`src/rtl/seq_mon_pkg.sv`:
```
// Shared constants and helpers for the range-sequence monitor.
// Also holds the popcount used to count retired attempts.
package seq_mon_pkg;

  localparam int MAX_DELAY_LIMIT = 31;
  localparam int INC_W = 6;

  // Number of attempts retired in one cycle; at most MAX_DELAY_LIMIT, so fits INC_W bits.
  function automatic logic [INC_W-1:0] popcount(input logic [MAX_DELAY_LIMIT:1] v);
    logic [INC_W-1:0] n;
    n = '0;
    for (int i = 1; i <= MAX_DELAY_LIMIT; i++) begin
      n = n + INC_W'(v[i]);
    end
    return n;
  endfunction

endpackage

```
`src/rtl/sat_counter.sv`:
```
// Saturating accumulator used for the match/fail statistics.
// Adds a small increment each cycle and sticks at all-ones instead of wrapping.
module sat_counter
  import seq_mon_pkg::*;
#(
  parameter int W = 16
) (
  input  logic             clk,
  input  logic             rst_n,
  input  logic             clr,
  input  logic [INC_W-1:0] inc,
  output logic [W-1:0]     cnt
);

  logic [W+INC_W-1:0] sum;

  assign sum = (W+INC_W)'(cnt) + (W+INC_W)'(inc);

  always_ff @(posedge clk or negedge rst_n) begin
    if (!rst_n) begin
      cnt <= '0;
    end else if (clr) begin
      cnt <= '0;
    end else if (sum > (W+INC_W)'({W{1'b1}})) begin
      cnt <= {W{1'b1}};
    end else begin
      cnt <= sum[W-1:0];
    end
  end

endmodule

```
`src/rtl/seq_delay_range_monitor.sv`:
```
// Recogniser for "a ##[MIN_DELAY:MAX_DELAY] b" with overlapping attempts,
// registered match/fail pulses and saturating statistics counters.
module seq_delay_range_monitor
  import seq_mon_pkg::*;
#(
  parameter int MIN_DELAY = 1,
  parameter int MAX_DELAY = 4,
  parameter int CNT_W     = 16
) (
  input  logic             clk,
  input  logic             rst_n,
  input  logic             en,
  input  logic             clear,
  input  logic             a,
  input  logic             b,
  output logic             match,
  output logic             fail,
  output logic             busy,
  output logic [CNT_W-1:0] match_cnt,
  output logic [CNT_W-1:0] fail_cnt
);

  if (MIN_DELAY < 1 || MAX_DELAY < MIN_DELAY || MAX_DELAY > MAX_DELAY_LIMIT) begin : g_bad_params
    $fatal(1, "seq_delay_range_monitor: illegal MIN_DELAY/MAX_DELAY combination");
  end

  logic [MAX_DELAY:1]       pending;
  logic [MAX_DELAY:1]       hit;
  logic [MAX_DELAY:1]       next_pending;
  logic [MAX_DELAY_LIMIT:1] hit_wide;
  logic                     fail_next;
  logic                     sample;
  logic [INC_W-1:0]         match_inc;
  logic [INC_W-1:0]         fail_inc;

  assign sample    = en & ~clear;
  assign busy      = |pending;
  assign fail_next = pending[MAX_DELAY] & ~hit[MAX_DELAY];

  // Slots younger than MIN_DELAY ignore b; a hit retires the attempt so it stops ageing.
  always_comb begin
    hit          = '0;
    next_pending = '0;
    next_pending[1] = a;
    for (int k = 1; k <= MAX_DELAY; k++) begin
      hit[k] = pending[k] & b & (k >= MIN_DELAY);
    end
    for (int k = 1; k < MAX_DELAY; k++) begin
      next_pending[k+1] = pending[k] & ~hit[k];
    end
  end

  always_comb begin
    hit_wide = '0;
    hit_wide[MAX_DELAY:1] = hit;
  end

  assign match_inc = sample ? popcount(hit_wide) : '0;
  assign fail_inc  = (sample && fail_next) ? INC_W'(1) : '0;

  always_ff @(posedge clk or negedge rst_n) begin
    if (!rst_n) begin
      pending <= '0;
      match   <= 1'b0;
      fail    <= 1'b0;
    end else if (clear) begin
      pending <= '0;
      match   <= 1'b0;
      fail    <= 1'b0;
    end else if (en) begin
      pending <= next_pending;
      match   <= |hit;
      fail    <= fail_next;
    end else begin
      match   <= 1'b0;
      fail    <= 1'b0;
    end
  end

  sat_counter #(.W(CNT_W)) u_match_cnt (
    .clk   (clk),
    .rst_n (rst_n),
    .clr   (clear),
    .inc   (match_inc),
    .cnt   (match_cnt)
  );

  sat_counter #(.W(CNT_W)) u_fail_cnt (
    .clk   (clk),
    .rst_n (rst_n),
    .clr   (clear),
    .inc   (fail_inc),
    .cnt   (fail_cnt)
  );

endmodule

```
`config.mk`:
```
export PLATFORM = sky130hd
export DESIGN_NAME = seq_delay_range_monitor
export DESIGN_NICKNAME = d
export VERILOG_FILES = /design/src/rtl/seq_mon_pkg.sv /design/src/rtl/sat_counter.sv /design/src/rtl/seq_delay_range_monitor.sv
export SDC_FILE = /design/constraint.sdc
export NUM_CORES = 1
export LEC_CHECK = 0
export CAP_MARGIN = 5
export CORE_MARGIN = 3
export CORE_UTILIZATION = 34
export DETAILED_ROUTE_END_ITERATION = 8
export SLEW_MARGIN = 5
export SYNTH_ARGS = -nofsm -noshare
export SYNTH_HDL_FRONTEND = slang
export SYNTH_SLANG_ARGS = --single-unit
```
`constraint.sdc`:
```
create_clock -name clk -period 4.6 [get_ports clk]
set_input_delay 0.92 -clock clk [delete_from_list [all_inputs] [get_ports clk]]
set_output_delay 0.92 -clock clk [all_outputs]
set_load 0.02 [all_outputs]
```
# Word level (Yosys, flattened, before mapping)
# Cells that the tools add are included.
# classes
addsub	5
multipliers	0
n_div	0
n_lt_le_gt_ge	2
eq_ne	0
n_shift	0
muxes	12
bitwise	14
reduce_logical	4
# ops
cell	count
$mux 16	4
$gt 22x16->1 const B	2
$add 16x1->17	1
$add 16x4->17	1
$mux 4	3
$and 1x1->1	9
$reduce_or 4->1	2
$mux 1	5
$not 1->1	5
$add 3x1->4	1
$add 2x1->3	1
$add 1x1->2	1
$reduce_bool 2->1	1
$logic_and 1x1->1	1
# word_totals
regBits	38
latchBits	0
ramBits	0
rom_bits	0
inputBits	6
word_cells	42
n_memories	0

# Longest topological paths before layout
# logic_depth
ltp_word	9
mapped_depth	14

# Hierarchy
# A second synthesis with hierarchy kept.
# hier_totals
cells_unflattened	236
area_unflattened_um2	2369.8
# by_module_without_submodules
module	n_inst	cells_each	area_per_inst_um2	seq_area_each_um2
sat_counter (u_match_cnt)	1	102	1024.7	400.4
sat_counter (u_fail_cnt)	1	98	977.2	400.4
seq_delay_range_monitor	1	36	367.9	150.1

# Worst setup path after synthesis
# No wires, ideal clock.
# synth_timing
path_kind	input -> register
startpoint	in b
endpoint	reg u_match_cnt.cnt[13]
setup_ns	0.084
arrival_ns	3.643
required_time_ns	4.516
path_slack_ns	0.873
path_stages	13
n_path_buf	2
cell_sequence	nand2_1 > fa_1 > inv_1 > ha_1 > ha_1 > nand2_1 > fa_1 > and2b_1 > o211ai_4 > or3_1 > buf_6 > buf_12 > a31oi_2
# synth_via
elab_chain_len	9
elab_cells_between_ends	12
# synth_lines
element	line	text
start: declaration	seq_delay_range_monitor.sv:15	input logic b,
$and 1x1->1	seq_delay_range_monitor.sv:46	hit[k] = pending[k] & b & (k >= MIN_DELAY);
$add 1x1->2	seq_mon_pkg.sv:13	n = n + INC_W'(v[i]);
$add 2x1->3	seq_mon_pkg.sv:13	
$add 3x1->4 (*)	seq_mon_pkg.sv:13	
$mux 4 (*)	seq_delay_range_monitor.sv:58	assign match_inc = sample ? popcount(hit_wide) : '0;
$add 16x4->17 (*)	sat_counter.sv:17	assign sum = (W+INC_W)'(cnt) + (W+INC_W)'(inc);
$gt 22x16->1	sat_counter.sv:24	end else if (sum > (W+INC_W)'({W{1'b1}})) begin
$mux 16 (*)	sat_counter.sv:24	
$mux 16 (*)	sat_counter.sv:22	end else if (clr) begin
end signal: assignment	sat_counter.sv:25	cnt <= {W{1'b1}};
end signal: assignment	sat_counter.sv:27	cnt <= sum[W-1:0];
end: declaration	sat_counter.sv:12	output logic [W-1:0] cnt
# Every way passes the cells marked *; elsewhere a longest branch is shown, timed or not.
# A chain may end at the register's enable or synchronous reset.

# Final worst setup path
# layout_timing
startpoint	in b
endpoint	reg u_match_cnt.cnt[0]
# Same word-level chain as after synthesis.

==> key figures <==
Cells and area
  • Commonest non-fill, non-tap cells in the layout: clkdlybuf4s50_1, dfrtp_1, a21oi_1
  • Post-Layout Cell Count: roughly 320
  • Final core occ: between 40 and 50%
  • Ant. Diodes: 0
  • Filler instances: 584
  • Share of cells above drive strength 1: under 10%
  • Most common cell after layout, fill and taps aside: clkdlybuf4s50_1
  • Layout net count: 264
  • Area grow syn2layout: 26.1%
  • Register Area: ~950 um^2
  • Multi-input logic area: roughly 1100 um^2

Logic synthesis
  • Synth unique cells: 42
  • Post-Synth XOR/XNOR Area: 7.85%
  • Syn Inst Count: 205
  • Synth area leader: dfrtp_1
  • Yosys warning total: 0
  • Post-synthesis adder-cell area fraction: 6.61%
  • Top-area cell type share of the netlist area: between 40% and 50%
  • Post-Syn Area: 2120 um^2
  • Post-synthesis mux area share: less than 1%
  • Largest family of logic cells by synthesized area: simple AND/OR/NAND/NOR gates
  • Synth Area in Compound Gates: ~18%
  • Synth Net Count: between 200 and 250
  • Sequential area share after synthesis: around 45%
  • Simple-gate share of the synthesized area: between 10% and 20%
  • #FFs+latches synth: 38
  • Syn Area/Cell: ~10 um^2
  • Top post-synthesis cells by area: dfrtp_1, xor2_1, ha_1

STA
  • Crit share post-route: between 90% and 100%
  • Worst Tran Pin Value: 0.863 ns
  • Final setup violation count: 0
  • Clock skew: 0.00390 ns
  • Setup tns final: 0 ns
  • Crit path time final: 4.20 ns
  • Max Clock Freq: approximately 0.24 GHz
  • Final Hold Violating Endpoints: 0
  • Slew headroom: 42.4%
  • Unrepaired setup endpoints after global routing: false
  • Slew Limit Fails: 0

Hold path
  • Hold Crit Class: flip-flop to flip-flop
  • Hold_sp: pending[2]$_DFFE_PN0P_

Setup path
  • Critical Path AT: roughly 4.4 ns
  • CP Class: primary input to flip-flop
  • R2r setup slk: about 1.2 ns
  • Origin of the critical flop-to-flop path: pending[1]$_DFFE_PN0P_
  • CP startpoint: b
  • Crit path required time: 4.81 ns
  • Worst-path fanout max: 10
  • Startpoint types: primary input
  • Worst setup EP type: flip-flop

Detailed routing
  • Vias: ~1700
  • Post-Route WL: between 4000 and 5000 um
  • # DRC: 0
  • Drt via density: between 5 and 6
  • Initial drt markers: 56
  • Routed WL per cell: 14.4 um
  • Drt pass-1 iters: 4
  • Post-route ant nets: 0

Power and ir drop
  • Clock Power Share: between 30% and 40%
  • Sw Share: between 20% and 30%
  • Peak supply drop: around 140 uV
  • Reg power frac: 58.0%
  • Leakage: about 0.0011 uW
  • PwrDens: roughly 220 nW/um^2
  • Switching power: roughly 130 uW
  • Gate power share: under 10%
  • Pint: around 450 uW

Global routing
  • GRT Total Usage: between 10% and 20%
  • First-pass GRT wire length: approximately 8000 um
  • Global route overflow: 0
  • Vias in the first global route: about 1700
  • Antenna violations before repair: 0
  • Largest net degree at the start of global routing: 39

Status
  • Status: finished clean

Placed design
  • PortBufs: 40
  • Final RePlAce weighted congestion: slightly above 0.8
  • Dpl cells: approximately 320
  • Final HPWL DP: roughly 3300 um

Clock tree
  • H-tree levels: 2
  • Clock Sinks: 38
  • CTS tree: done
  • Total CTS buffers: 5
  • Post-CTS Hold Buffers: 0
  • Post-CTS Resized: 0
  • Clk_lat worst skew: between 0.2 and 0.3 ns
  • Root Driver: clkbuf_8
  • Post-CTS Setup Bufs: 0
  • Clock transition at path regs: 0.07 ns
  • Clk buf depth: 2

Die
  • Core area: 5990 um^2
  • Full die area: slightly above 7000 um^2
  • Die Wd: between 80 and 90 um
  • Initial Utilization: between 30 and 40%
  • I/O pin count: 41
  • Num rows: 28
  • Die height: between 80 and 90 um

Job
  • Maxcap violations: 0
-- path summary, 6_finish.rpt --
check                                               end  cells past startpoint
min in group asynchronous  u_match_cnt.cnt[6]$_DFF_PN0_                      1
hold reg to reg                  pending[3]$_DFFE_PN0P_                      2
hold / removal                   pending[3]$_DFFE_PN0P_                      2
setup / recovery           u_match_cnt.cnt[0]$_DFF_PN0_                     13
max in group asynchronous   u_fail_cnt.cnt[5]$_DFF_PN0_                      1
setup reg to reg           u_match_cnt.cnt[0]$_DFF_PN0_                     12
-- synth_stat cells, drive strengths merged --
cell type  number
or4             2
inv             9
a31oi           6
o211a           1
fa              2
and2b           1
or4b            1
o311a           1
a21o            1
nor3            4
xnor2           6
clkbuf          5
or3             4
mux2i           1
a21oi          27
dfrtp          38
o21ai           6
o2111ai         2
nand2          11
o211ai          3
o31ai           1
a311oi          1
and2            4
nor2b           7
nand4           3
nand3          11
and3b           2
o21a            1
buf             2
xor2           13
o21bai          2
nor2            8
and4            5
and3            6
ha              8
-- layer usage --
| layer | up-vias | global-route usage (%) | share of wire, % |
|---|---|---|---|
| met5 | - | 0 | 0 |
| met4 | 0 | 2.59 | 0.56 |
| met3 | 4 | 3.30 | 3.6 |
| met2 | 24 | 23.7 | 51 |
| met1 | 822 | 17.4 | 45 |
| li1 | 821 | - | - |
-- through the flow --
| step | power, uW | worst slack (ns) | hold slack [ns] | cell area, um^2 |
|---|---|---|---|---|
| after floorplan | 354 | 0.873 | 0.501 | 2120 |
| after global placement | 370 | 0.173 | 0.543 | 2590 |
| after detailed placement | 371 | 0.0935 | 0.556 | 2590 |
| after CTS | 592 | 0.383 | 0.575 | 2670 |
| after global routing | 609 | 0.207 | 0.624 | 2670 |
| final | 579 | 0.396 | 0.577 | 2670 |
-- critical path: stages --
cell and delay, ns:
clkdlybuf4s50_1 0.56, nand2_1 0.13, fa_1 0.55, inv_1 0.04, ha_1 0.18, ha_1 0.27
nand2_1 0.08, fa_1 0.44, and2b_1 0.27, o211ai_4 0.11, or3_1 0.52, buf_12 0.20
a21oi_1 0.13
-- registers in the layout, summed over array words and instances, names as in the netlist --
register         flops
u_fail_cnt.cnt      16
pending              4
u_match_cnt.cnt     16
fail                 1
match                1
-- power groups by stage --
stage	Clock [uW]	Combinational [uW]	Sequential, uW
6_report	216	27.1	336
5_1_grt	242	31.0	336
4_1_cts	228	28.4	336
3_5_place_dp	0	28.2	342
3_3_place_gp	0	28.0	342
2_1_floorplan	0	11.1	343
-- cells by family after synthesis --
logic type / Yosys count
AO/OA/AOI/OAI: 52
AND/OR/NAND/NOR: 69
XOR/XNOR: 19
multiplexers: 1
buffers and inverters: 16
flip-flops: 38
adder cells (fa/ha/maj): 10
-- final cells by class --
class	instances	share of cell area [%]
Clock buffer	5	2.57
Clock inverter	2	0.375
Sequential cell	38	35.6
Inverter	9	1.26
Tap cell	75	3.51
Timing Repair Buffer	43	16.1
Multi-Input combinational cell	151	40.6
No activity file was read; power rests on OpenSTA's default activity.
